<file path="src/rtl/mul_share_pkg.sv">
// Shared types and constants for the two-requester shared-multiplier arbiter.
// Latency: n/a (package only).
// Backpressure: n/a (package only).
package mul_share_pkg;

    localparam int OP_W_DEF  = 4;
    localparam int CNT_W_DEF = 8;

    typedef enum logic [1:0] {
        IDLE = 2'd0,
        CALC = 2'd1,
        RESP = 2'd2
    } state_t;

    // Index of a requester (0 or 1).
    typedef logic req_idx_t;

    // Round-robin pick. A lone valid requester wins outright; on a tie the
    // requester that was not granted last wins. Callers only use the result
    // when at least one valid is high.
    function automatic req_idx_t rr_pick(input logic v0, input logic v1,
                                         input req_idx_t last);
        req_idx_t g;
        if (v0 && v1) begin
            g = ~last;
        end else begin
            g = v0 ? 1'b0 : 1'b1;
        end
        return g;
    endfunction

endpackage

</file>
<file path="src/rtl/mul_share_arbiter_if.sv">
// Request/response/counter bundle between the arbiter and its environment.
// Latency: n/a (signal bundle only).
// Backpressure: valid/ready on both requests and on the response.
// Ports: req0/req1 valid/ready/a/b, rsp valid/ready/data/id, cnt_clr,
//        done_cnt0/done_cnt1. The slave modport is the arbiter side.
interface mul_share_arbiter_if #(
    parameter int OP_W  = 4,
    parameter int CNT_W = 8
);
    logic              req0_valid;
    logic              req0_ready;
    logic [OP_W-1:0]   req0_a;
    logic [OP_W-1:0]   req0_b;
    logic              req1_valid;
    logic              req1_ready;
    logic [OP_W-1:0]   req1_a;
    logic [OP_W-1:0]   req1_b;
    logic              rsp_valid;
    logic              rsp_ready;
    logic [2*OP_W-1:0] rsp_data;
    logic              rsp_id;
    logic              cnt_clr;
    logic [CNT_W-1:0]  done_cnt0;
    logic [CNT_W-1:0]  done_cnt1;

    modport slave (
        input  req0_valid, req0_a, req0_b,
        input  req1_valid, req1_a, req1_b,
        input  rsp_ready, cnt_clr,
        output req0_ready, req1_ready,
        output rsp_valid, rsp_data, rsp_id,
        output done_cnt0, done_cnt1
    );

    modport master (
        output req0_valid, req0_a, req0_b,
        output req1_valid, req1_a, req1_b,
        output rsp_ready, cnt_clr,
        input  req0_ready, req1_ready,
        input  rsp_valid, rsp_data, rsp_id,
        input  done_cnt0, done_cnt1
    );
endinterface

</file>
<file path="src/rtl/mul_share_arbiter_wallace_mul4.sv">
// 4x4 unsigned Wallace-tree multiplier (carry-save reduction + final add).
// Latency: combinational, zero cycles.
// Backpressure: none (pure function of its inputs).
// Ports: a_i, b_i 4-bit operands; p_o 8-bit full product.
module wallace_mul4 (
    input  logic [3:0] a_i,
    input  logic [3:0] b_i,
    output logic [7:0] p_o
);
    logic [7:0] pp0, pp1, pp2, pp3;
    logic [7:0] s1, c1, s2, c2;
    logic [6:0] m1, m2;

    // Partial-product rows aligned to their weights.
    assign pp0 = {4'b0, a_i & {4{b_i[0]}}};
    assign pp1 = {3'b0, a_i & {4{b_i[1]}}, 1'b0};
    assign pp2 = {2'b0, a_i & {4{b_i[2]}}, 2'b0};
    assign pp3 = {1'b0, a_i & {4{b_i[3]}}, 3'b0};

    // Layer 1: 3:2 compress rows 0..2. The majority's bit 7 would land at
    // weight 256, which a 4x4 product never reaches, so it is not formed.
    assign s1 = pp0 ^ pp1 ^ pp2;
    assign m1 = (pp0[6:0] & pp1[6:0]) | (pp0[6:0] & pp2[6:0]) | (pp1[6:0] & pp2[6:0]);
    assign c1 = {m1, 1'b0};

    // Layer 2: fold in row 3.
    assign s2 = s1 ^ c1 ^ pp3;
    assign m2 = (s1[6:0] & c1[6:0]) | (s1[6:0] & pp3[6:0]) | (c1[6:0] & pp3[6:0]);
    assign c2 = {m2, 1'b0};

    // Final carry-propagate add.
    assign p_o = s2 + c2;
endmodule

</file>
<file path="src/rtl/mul_share_arbiter.sv">
// Round-robin arbiter sharing one multiplier between two requesters.
// Latency: accept at cycle N -> rsp_valid at N+2; one transaction per 3 cycles.
// Backpressure: response held stable until rsp_ready; no request accepted meanwhile.
// Ports: clk, rst (async active-high); bus (slave modport) carrying both
//        request channels, the response channel, cnt_clr and done counters.
import mul_share_pkg::*;

module mul_share_arbiter #(
    parameter int OP_W  = OP_W_DEF,   // shared multiplier is 4x4, keep at 4
    parameter int CNT_W = CNT_W_DEF
) (
    input  logic               clk,
    input  logic               rst,
    mul_share_arbiter_if.slave bus
);
    state_t            state_q, state_d;
    logic [OP_W-1:0]   op_a_q, op_a_d;
    logic [OP_W-1:0]   op_b_q, op_b_d;
    req_idx_t          id_q, id_d;
    req_idx_t          last_q, last_d;
    logic [2*OP_W-1:0] rsp_data_q, rsp_data_d;
    logic [CNT_W-1:0]  cnt0_q, cnt0_d;
    logic [CNT_W-1:0]  cnt1_q, cnt1_d;
    logic [2*OP_W-1:0] prod;
    req_idx_t          grant;
    logic              rdy0, rdy1;

    // Only the captured operands feed the multiplier, so operand changes on
    // the request bus after acceptance cannot disturb the in-flight result.
    wallace_mul4 u_mul (
        .a_i (op_a_q),
        .b_i (op_b_q),
        .p_o (prod)
    );

    always_comb begin
        state_d    = state_q;
        op_a_d     = op_a_q;
        op_b_d     = op_b_q;
        id_d       = id_q;
        last_d     = last_q;
        rsp_data_d = rsp_data_q;
        cnt0_d     = cnt0_q;
        cnt1_d     = cnt1_q;
        rdy0       = 1'b0;
        rdy1       = 1'b0;
        grant      = rr_pick(bus.req0_valid, bus.req1_valid, last_q);

        case (state_q)
            IDLE: begin
                // Ready is gated by rst so nothing is signalled as accepted
                // while the registers are held in reset.
                if ((bus.req0_valid || bus.req1_valid) && !rst) begin
                    state_d = CALC;
                    id_d    = grant;
                    op_a_d  = grant ? bus.req1_a : bus.req0_a;
                    op_b_d  = grant ? bus.req1_b : bus.req0_b;
                    rdy0    = ~grant;
                    rdy1    = grant;
                end
            end
            CALC: begin
                rsp_data_d = prod;
                state_d    = RESP;
            end
            RESP: begin
                if (bus.rsp_ready) begin
                    state_d = IDLE;
                    last_d  = id_q;
                    if (id_q) begin
                        cnt1_d = cnt1_q + CNT_W'(1);
                    end else begin
                        cnt0_d = cnt0_q + CNT_W'(1);
                    end
                end
            end
            default: begin
                state_d = IDLE;
            end
        endcase

        // Clear overrides a same-cycle increment.
        if (bus.cnt_clr) begin
            cnt0_d = '0;
            cnt1_d = '0;
        end
    end

    always_ff @(posedge clk or posedge rst) begin
        if (rst) begin
            state_q    <= IDLE;
            op_a_q     <= '0;
            op_b_q     <= '0;
            id_q       <= 1'b0;
            last_q     <= 1'b1;   // requester 0 wins the first tie
            rsp_data_q <= '0;
            cnt0_q     <= '0;
            cnt1_q     <= '0;
        end else begin
            state_q    <= state_d;
            op_a_q     <= op_a_d;
            op_b_q     <= op_b_d;
            id_q       <= id_d;
            last_q     <= last_d;
            rsp_data_q <= rsp_data_d;
            cnt0_q     <= cnt0_d;
            cnt1_q     <= cnt1_d;
        end
    end

    assign bus.req0_ready = rdy0;
    assign bus.req1_ready = rdy1;
    assign bus.rsp_valid  = (state_q == RESP);
    assign bus.rsp_data   = rsp_data_q;
    assign bus.rsp_id     = id_q;
    assign bus.done_cnt0  = cnt0_q;
    assign bus.done_cnt1  = cnt1_q;
endmodule

</file>
<file path="src/flat_wrapper.sv">
// flat-port wrapper written by rule: the top's interface ports become plain ports
module mul_share_arbiter_flat 
#(
    parameter int OP_W  = OP_W_DEF,                                         
    parameter int CNT_W = CNT_W_DEF
)
  (clk, rst, bus_req0_valid, bus_req0_a, bus_req0_b, bus_req1_valid, bus_req1_a, bus_req1_b, bus_rsp_ready, bus_cnt_clr, bus_req0_ready, bus_req1_ready, bus_rsp_valid, bus_rsp_data, bus_rsp_id, bus_done_cnt0, bus_done_cnt1);
  mul_share_arbiter_if #(.OP_W(OP_W), .CNT_W(CNT_W)) bus_i ();
  input  logic clk;
  input  logic rst;
  input wire logic [$bits(bus_i.req0_valid)-1:0] bus_req0_valid;
  input wire logic [$bits(bus_i.req0_a)-1:0] bus_req0_a;
  input wire logic [$bits(bus_i.req0_b)-1:0] bus_req0_b;
  input wire logic [$bits(bus_i.req1_valid)-1:0] bus_req1_valid;
  input wire logic [$bits(bus_i.req1_a)-1:0] bus_req1_a;
  input wire logic [$bits(bus_i.req1_b)-1:0] bus_req1_b;
  input wire logic [$bits(bus_i.rsp_ready)-1:0] bus_rsp_ready;
  input wire logic [$bits(bus_i.cnt_clr)-1:0] bus_cnt_clr;
  output wire logic [$bits(bus_i.req0_ready)-1:0] bus_req0_ready;
  output wire logic [$bits(bus_i.req1_ready)-1:0] bus_req1_ready;
  output wire logic [$bits(bus_i.rsp_valid)-1:0] bus_rsp_valid;
  output wire logic [$bits(bus_i.rsp_data)-1:0] bus_rsp_data;
  output wire logic [$bits(bus_i.rsp_id)-1:0] bus_rsp_id;
  output wire logic [$bits(bus_i.done_cnt0)-1:0] bus_done_cnt0;
  output wire logic [$bits(bus_i.done_cnt1)-1:0] bus_done_cnt1;
  assign bus_i.req0_valid = bus_req0_valid;
  assign bus_i.req0_a = bus_req0_a;
  assign bus_i.req0_b = bus_req0_b;
  assign bus_i.req1_valid = bus_req1_valid;
  assign bus_i.req1_a = bus_req1_a;
  assign bus_i.req1_b = bus_req1_b;
  assign bus_i.rsp_ready = bus_rsp_ready;
  assign bus_i.cnt_clr = bus_cnt_clr;
  assign bus_req0_ready = bus_i.req0_ready;
  assign bus_req1_ready = bus_i.req1_ready;
  assign bus_rsp_valid = bus_i.rsp_valid;
  assign bus_rsp_data = bus_i.rsp_data;
  assign bus_rsp_id = bus_i.rsp_id;
  assign bus_done_cnt0 = bus_i.done_cnt0;
  assign bus_done_cnt1 = bus_i.done_cnt1;
  mul_share_arbiter #(.OP_W(OP_W), .CNT_W(CNT_W)) u_core (.clk(clk), .rst(rst), .bus(bus_i));
endmodule
</file>
<file path="config.mk">
export PLATFORM = sky130hd
export DESIGN_NAME = mul_share_arbiter_flat
export DESIGN_NICKNAME = d
export VERILOG_FILES = /design/src/rtl/mul_share_pkg.sv /design/src/rtl/mul_share_arbiter_if.sv /design/src/rtl/mul_share_arbiter_wallace_mul4.sv /design/src/rtl/mul_share_arbiter.sv /design/src/flat_wrapper.sv
export SDC_FILE = /design/constraint.sdc
export NUM_CORES = 1
export LEC_CHECK = 0
export ABC_AREA = 1
export CORE_ASPECT_RATIO = 1.4
export CORE_UTILIZATION = 45
export DETAILED_ROUTE_END_ITERATION = 10
export PLACE_DENSITY = 0.84
export SLEW_MARGIN = 40
export SYNTH_ARGS = -nofsm -noshare
export SYNTH_HDL_FRONTEND = slang
export SYNTH_SLANG_ARGS = --single-unit
</file>
<file path="constraint.sdc">
create_clock -name clk -period 5.8 [get_ports clk]
set_input_delay 0.87 -clock clk [delete_from_list [all_inputs] [get_ports clk]]
set_output_delay 0.87 -clock clk [all_outputs]
set_load 0.03 [all_outputs]
</file>
==> results.toml, run 1 <==
[synthesis]
synth_area_leader_cell = "dfrtp_1"
synth.yosys.seq_area_share = 0.431
synthFlopType = "dfrtp_1"
synth_top_area_frac = 0.418
synth.most_common_cell = "nand2_1"
yosysUniqueCellTypes = 22
netlist_top_cells_count = "nand2_1, dfrtp_1, inv_1"
synth_edf_count = 0
synth_cells = 279
async_flop_share = 1.00
syn_area_um2 = 2090
ys_ff_latch = 36
syn_nets = 316
ys_warn_count = 0
synth_area_per_cell_um2 = 7.50
synth_area_leaders = "dfrtp_1, nand2_1, fa_1, nand3_1, ha_1"

[cts]
root_buffer = "clkbuf_8"
cts_htree_levels = 2
clockBufferDepth = 2
cts_setup_buffers = 0
holdBufCountCts = 0
cts.reportedPaths.clkPinSlew_ns = 0.06
cts_buffers = 5
clock_sinks = 36
cts-resized-gates = 0
clock_latency_ns = 0.29
cts_tree = "built"

[die]
rows = 29
die_h_um = 82.7
design.die.area_um2 = 4930
fp.coreArea_um2 = 4500
die_w_um = 59.6
start_util = 0.465
ios = 50

[global_routing]
grt_max_degree = 37
track_usage = 0.208
antenna_found_initial = 0
grt_first_pass_wirelength_mm = 7.55
grt_pass1_vias = 1769
grt-ovfl-total = 0

[sta]
max_freq_mhz = 268
tightest_slew_ns = 0.475
finalSetupTns_ns = 0
finalHoldViolCount = 0
setup_ws_ns = 2.07
slew_headroom = 0.683
clock_skew_ns = 0.00470
rsz0062_at_grt = "false"
timing.final.crit_share = 0.643
finalSetupViolCount = 0
maxSlewViolCount = 0
fin_crit_ns = 3.73

[critical_path]
worstPathRequired_ns = 4.93
worst_path_max_delay_cell = "clkdlybuf4s50_1"
startpoint_type = "primary input"
crit_chain = "clkdlybuf4s50_1, nor2_1, nor2_1, nand2_1, nor2_2, clkdlybuf4s50_1"
crit_fanout = 11
r2r_cells = 10
arrival_ns = 2.86
setup.worst_path.end_class = "output port"
crit_type = "in2out"
slowest_delay_ns = 0.74

[route]
drc = 0
drtPass1Iterations = 4
drt_iter0_markers = 126
ant_nets = 0
vias_per_cell = 4.98
drt-total-wl_mm = 4.42
post_drt_wl_per_cell_um = 11.2
num_vias = 1972

[power]
peakVddDrop_v = 0.000241
powerDensity_nw_per_um2 = 339
p_leak_nw = 1.39

[placement]
place_inst = 389
post-dp-hpwl_mm = 3.43
numPortBuffers = 49
dp_slack_ns = 2.04
gp_congestion = 0.810

[layout]
area_delta_synth_final_pct = 30.8
final_util = 0.608
nNetsFinal = 371
diodes = 0
drive_gt1_frac = 0.0629
instances_no_fill = 396

[outcome]
run_status = "finished clean"

[flow_run]
cap_violations = 0

[hold_path]
min_path_cells = 2
hold_path_class = "reg2reg"
==> sequential cells by signal (all words and copies together), names as in the netlist <==
| name | flops |
|---|---|
| u_core.bus.done_cnt1 | 8 |
| u_core.op_b_q | 4 |
| u_core.bus.rsp_data | 8 |
| u_core.last_q | 1 |
| u_core.state_q | 2 |
| u_core.bus.done_cnt0 | 8 |
| u_core.bus.rsp_id | 1 |
| u_core.op_a_q | 4 |
==> through the flow <==
step,cell area [µm²],power [mW],hold slack (ns)
global route,2740,1.01,0.512
floorplan,2090,0.630,0.452
global placement,2660,0.754,0.470
finish,2740,0.929,0.481
detailed placement,2660,0.770,0.471
CTS,2740,0.940,0.481
==> worst max-delay path: cells and delay by family <==
family	cells	cell delay [ns]
and+or+nand+nor	4	0.77
buffers and inverters	2	1.22
==> path summary, 6_finish.rpt <==
check / start / end / slack [ns]
setup / recovery: bus_req1_valid / bus_req0_ready / 2.07
max in group asynchronous: rst / u_core.last_q / 4.45
hold / removal: u_core.last_q / u_core.last_q / 0.48
hold reg to reg: u_core.last_q / u_core.last_q / 0.48
setup reg to reg: u_core.op_b_q[0] / u_core.bus.rsp_data[7] / 3.09
min in group asynchronous: rst / u_core.bus.done_cnt0[7] / 1.00
==> report_power, final <==
| group | total, mW | internal (mW) | switching [mW] |
|---|---|---|---|
| sequential | 0.375 | 0.312 | 0.0637 |
| combinational | 0.387 | 0.157 | 0.230 |
| clock | 0.167 | 0.0816 | 0.0851 |
| total | 0.929 | 0.550 | 0.379 |
==> cell type report <==
class                   instances  area (µm²)
repair buffers                 50         498
flip-flops and latches         36         902
fillers                       415        1760
clock buffers                   6        72.6
clock inverters                 1        5.00
inverters                      37         139
multi-input cells             204        1040
well taps                      62        77.6
==> metal layers <==
layer / routed length (µm) / share of wire / GRT usage / vias up
met5: 0 / 0 / 0 / -
met2: 2400 / 0.54 / 0.367 / 56
met4: 80 / 0.018 / 0.105 / 0
met3: 204 / 0.046 / 0.0498 / 5
met1: 1730 / 0.39 / 0.230 / 928
li1: - / - / - / 983
==> cell usage in the layout, fill, tap and decap left out, types with 2 or more instances in the layout <==
master / instances
nor3_1: 2
fa_1: 6
ha_1: 9
o21ai_0: 3
o31ai_1: 2
a21oi_1: 10
nand3_1: 23
inv_2: 8
nand4_1: 4
dfrtp_1: 35
clkbuf_8: 5
nand2_1: 107
nor2_2: 3
nor2_1: 28
inv_1: 29
clkdlybuf4s50_1: 49
o21ai_1: 3
==> kinds of logic after synthesis <==
kind of cell / Yosys count / share of synthesized area
xor+xnor: 1 / 0.00418
buf+inv: 39 / 0.0705
flops: 36 / 0.431
compound gates: 18 / 0.0454
simple gates: 170 / 0.338
fa+ha+maj: 15 / 0.111
(Power assumes the default switching activity.)
==> run 2: changes to the inputs <==
clock period = 3.7 ns   (was 5.8 ns; I/O delays follow)
==> run 2 against run 1 <==
  * Worst setup slack got worse by 1.5 ns
  * Combinational power increased by 60%
  * Largest power group unchanged
  * Non-clock buffer count unchanged
  * Final area increased by 1.2%
  * Sequential power increased by 57%
  * Core utilization increased by 0.75 points
  * Hold slack got worse by 0.0052 ns
  * Clock skew increased by 0.0059 ns
==> results.toml, run 2 (synthesized netlist as in run 1, its figures left out) <==
[cts]
clock_sinks = 36
cts_setup_buffers = 0
holdBufCountCts = 0
cts.reportedPaths.clkPinSlew_ns = 0.07
cts_tree = "built"
clock_latency_ns = 0.30
cts-resized-gates = 0
clockBufferDepth = 2
cts_htree_levels = 2
root_buffer = "clkbuf_8"
cts_buffers = 5

[layout]
drive_gt1_frac = 0.0716
final_util = 0.616
nNetsFinal = 371
diodes = 0
instances_no_fill = 397
stdcell_area_um2 = 2770
area_delta_synth_final_pct = 32.4
layout_commonest_cell = "nand2_1"
layout_common_cells = "nand2_1, clkdlybuf4s50_1, dfrtp_1, inv_1, nor2_1"

[global_routing]
grt-ovfl-total = 0
antenna_found_initial = 0
grt_first_pass_wirelength_mm = 8.00
track_usage = 0.217
grt_pass1_vias = 1893
grt_max_degree = 27

[hold_path]
hold_end = "u_core.last_q"
hold_path_class = "reg2reg"
min_path_cells = 2
min-delay-start = "u_core.last_q"

[critical_path]
crit_type = "in2out"
worst-path-buf-inv = 2
crit_chain = "clkdlybuf4s50_1, nor2_1, nor2_1, nand2_1, nor2_2, clkdlybuf4s50_1"
worstPathRequired_ns = 3.14
worst_path_max_delay_cell = "clkdlybuf4s50_1"
startpoint_type = "primary input"
rr_endpoint = "u_core.bus.rsp_data[7]"
arrival_ns = 2.57
r2r_cells = 10
slowest_delay_ns = 0.75
r2r_start = "u_core.op_b_q[0]"
setup.worst_path.end_class = "output port"
crit_fanout = 11
reg2reg_slack_ns = 1.02
path_delay_family = "buffers and inverters"

[sta]
finalSetupTns_ns = 0
max_freq_mhz = 320
hold_ws_ns = 0.476
finalSetupViolCount = 0
maxSlewViolCount = 0
clock_skew_ns = 0.0106
fin_crit_ns = 3.13
finalHoldViolCount = 0
slew_headroom = 0.636
setup_ws_ns = 0.570
tightest_slew_ns = 0.545
rsz0062_at_grt = "false"
timing.final.crit_share = 0.846

[route]
drc = 0
ant_nets = 0
drtPass1Iterations = 5
num_vias = 1994
post_drt_wl_per_cell_um = 11.6
drt-total-wl_mm = 4.59
vias_per_cell = 5.02
drt_iter0_markers = 109

[die]
die_w_um = 59.6
start_util = 0.465
fp.coreArea_um2 = 4500
design.die.area_um2 = 4930
die_h_um = 82.7
ios = 50
rows = 29

[power]
p_leak_nw = 1.40
powerDensity_nw_per_um2 = 565
peakVddDrop_v = 0.000375
power_mw = 1.56

[placement]
gp_congestion = 0.857
dp_slack_ns = 0.549
numPortBuffers = 49
post-dp-hpwl_mm = 3.48
post_dp_cell_area_um2 = 2660
place_inst = 389

[flow_run]
cap_violations = 0

[outcome]
run_status = "finished clean"
==> run 2: cell types whose count changed in the layout (fill, tap and decap cells not counted), sizes merged <==
cell / change
bufinv: +1
clkbuf: -1
clkinvlp: +1
==> run 2: report_power, final <==
group | internal (mW) | leakage (nW) | switching [mW]
clock | 0.199 | 0.0541 | 0.154
combinational | 0.250 | 0.872 | 0.371
sequential | 0.488 | 0.473 | 0.102
total | 0.938 | 1.40 | 0.627
==> run 2: worst min-delay path, cell delays in order, from the launching register on <==
cell     delay [ns]
dfstp_2        0.36
inv_1          0.05
a21oi_1        0.06
==> run 2: area by class of cell <==
cell class / count / area, µm²
Clock buffer: 5 / 68.8
Clock inverter: 3 / 42.5
Fill cell: 430 / 1730
Inverter: 37 / 139
Multi-Input combinational cell: 204 / 1040
Sequential cell: 36 / 902
Tap cell: 62 / 77.6
Timing Repair Buffer: 50 / 498
==> run 2: worst max path at each step <==
stage,start,endpoint,slack (ns),cells past startpoint
finish,bus_req1_valid,bus_req0_ready,0.57,6
global placement,bus_req1_valid,bus_req0_ready,0.59,6
CTS,bus_req1_valid,bus_req0_ready,0.55,6
global route,bus_req1_valid,bus_req0_ready,0.38,6
floorplan,u_core.op_a_q[3],u_core.bus.rsp_data[7],1.17,10
detailed placement,bus_req1_valid,bus_req0_ready,0.55,6
==> run 2: per-layer routing <==
layer	track usage	wire, µm	vias to the layer above	part of all wire
met4	0.0953	95	0	0.021
met2	0.396	2470	58	0.54
met1	0.241	1840	947	0.40
li1	-	-	981	-
met5	0	0	-	0
met3	0.0389	185	8	0.040
==> run 3: changes to the inputs <==
PLACE_DENSITY = 0.87   (was 0.84)
clock period = 2.85 ns   (was 3.7 ns; I/O delays follow)
==> run 3 against run 2 <==
  * Register-to-register slack lost 0.87 ns
  * Non-clock buffer count is 2 higher
  * Clock skew fell by 0.0028 ns
  * Hold slack better by 0.0028 ns
  * Final area barely moved
  * Global-route usage is 1.1 points lower
  * Worst setup slack got worse by 0.42 ns
  * First-iteration DRC count increased by 13%
  * Combinational power is 32% higher
  * Critical endpoint is now u_core.bus.rsp_data[5]
  * Highest routed layer unchanged
==> results.toml, run 3 (synthesized netlist as in run 1, its figures left out) <==
[die]
fp.coreArea_um2 = 4500
rows = 29
ios = 50
start_util = 0.465
die_h_um = 82.7
design.die.area_um2 = 4930
die_w_um = 59.6

[global_routing]
grt_pass1_vias = 1874
grt_first_pass_wirelength_mm = 7.60
track_usage = 0.206
antenna_found_initial = 0
grt-ovfl-total = 0
grt_max_degree = 37

[outcome]
run_status = "finished clean"

[layout]
layout_common_cells = "nand2_1, clkdlybuf4s50_1, dfrtp_1, inv_1, nor2_1"
instances_no_fill = 398
drive_gt1_frac = 0.0744
area_delta_synth_final_pct = 32.3
layout_commonest_cell = "nand2_1"
nNetsFinal = 373
diodes = 0

[cts]
cts_tree = "built"
cts_buffers = 5
cts-resized-gates = 0
cts.reportedPaths.clkPinSlew_ns = 0.07
clockBufferDepth = 2
clock_latency_ns = 0.29
root_buffer = "clkbuf_8"
cts_htree_levels = 2
cts_setup_buffers = 0
holdBufCountCts = 0
clock_sinks = 36

[sta]
clock_skew_ns = 0.00777
finalHoldViolCount = 0
tightest_slew_ns = 0.481
setup_ws_ns = 0.155
slew_headroom = 0.679
finalSetupViolCount = 0
fin_crit_ns = 2.70
hold_ws_ns = 0.479
finalSetupTns_ns = 0
timing.final.crit_share = 0.946
maxSlewViolCount = 0
max_freq_mhz = 371
rsz0062_at_grt = "false"

[hold_path]
hold_path_class = "reg2reg"

[critical_path]
setup.worst_path.end_class = "flop"
crit_fanout = 5
startpoint_type = "flop"
worstPathRequired_ns = 3.04
arrival_ns = 2.89
crit_type = "reg2reg"

[placement]
post-dp-hpwl_mm = 3.48
dp_slack_ns = 0.190
gp_congestion = 0.940
place_inst = 391
numPortBuffers = 49

[power]
powerDensity_nw_per_um2 = 714
p_leak_nw = 1.41
peakVddDrop_v = 0.000438

[route]
drtPass1Iterations = 4
vias_per_cell = 4.98
num_vias = 1983
ant_nets = 0
drt-total-wl_mm = 4.56
drc = 0
post_drt_wl_per_cell_um = 11.5
drt_iter0_markers = 123

[flow_run]
cap_violations = 0
## run 3: cell types whose count changed in the layout (fill, tap and decap cells not counted)
cell | previous run | this run
clkdlybuf4s50_1 | 49 | 48
clkinv_2 | 1 | 0
clkbuf_8 | 5 | 7
inv_2 | 9 | 8
bufinv_16 | 1 | 0
clkinvlp_4 | 1 | 0
inv_1 | 28 | 29
buf_4 | 1 | 4
## run 3: area by class of cell
cell class	count	area, µm²
multi-input combinational	204	1040
clock buffer	7	96.3
tap	62	77.6
sequential	36	902
inverter	37	139
fill	409	1730
timing repair buffer	52	510
## run 3: critical path: stages (launching register included)
cell and delay [ns]:
dfrtp_1 0.42, nand2_1 0.10, fa_1 0.55, inv_1 0.06, fa_1 0.47, ha_1 0.23, fa_1 0.40, nand2_1 0.08
inv_1 0.04, o31ai_1 0.24
## run 3: stage by stage
| stage | total power [mW] | instance area (µm²) | utilization |
|---|---|---|---|
| after floorplan | 1.28 | 2090 | - |
| after global placement | 1.54 | 2670 | 0.594 |
| after detailed placement | 1.58 | 2670 | 0.594 |
| after CTS | 1.99 | 2770 | 0.615 |
| after global routing | 2.12 | 2770 | 0.615 |
| final | 1.98 | 2770 | 0.615 |
## run 3: path summary, 6_finish.rpt
kind	startpoint	end	slack, ns	cells after the start
max	u_core.op_a_q[3]	u_core.bus.rsp_data[5]	0.15	9
min	u_core.last_q	u_core.last_q	0.48	2
max reg2reg	u_core.op_a_q[3]	u_core.bus.rsp_data[5]	0.15	9
min reg2reg	u_core.last_q	u_core.last_q	0.48	2
max in group asynchronous	rst	u_core.last_q	1.92	3
min in group asynchronous	rst	u_core.bus.done_cnt0[7]	0.57	3
## run 3: metal layers
layer	up-vias	GRT usage	part of all wire
met5	-	0	0
met4	0	0.119	0.035
met3	14	0.0374	0.040
met2	66	0.372	0.53
met1	916	0.219	0.39
li1	987	-	-
## run 3: where the power goes
group / switching (mW) / internal, mW / total (mW)
registers: 0.129 / 0.634 / 0.763
logic: 0.491 / 0.327 / 0.818
clock network: 0.179 / 0.215 / 0.394
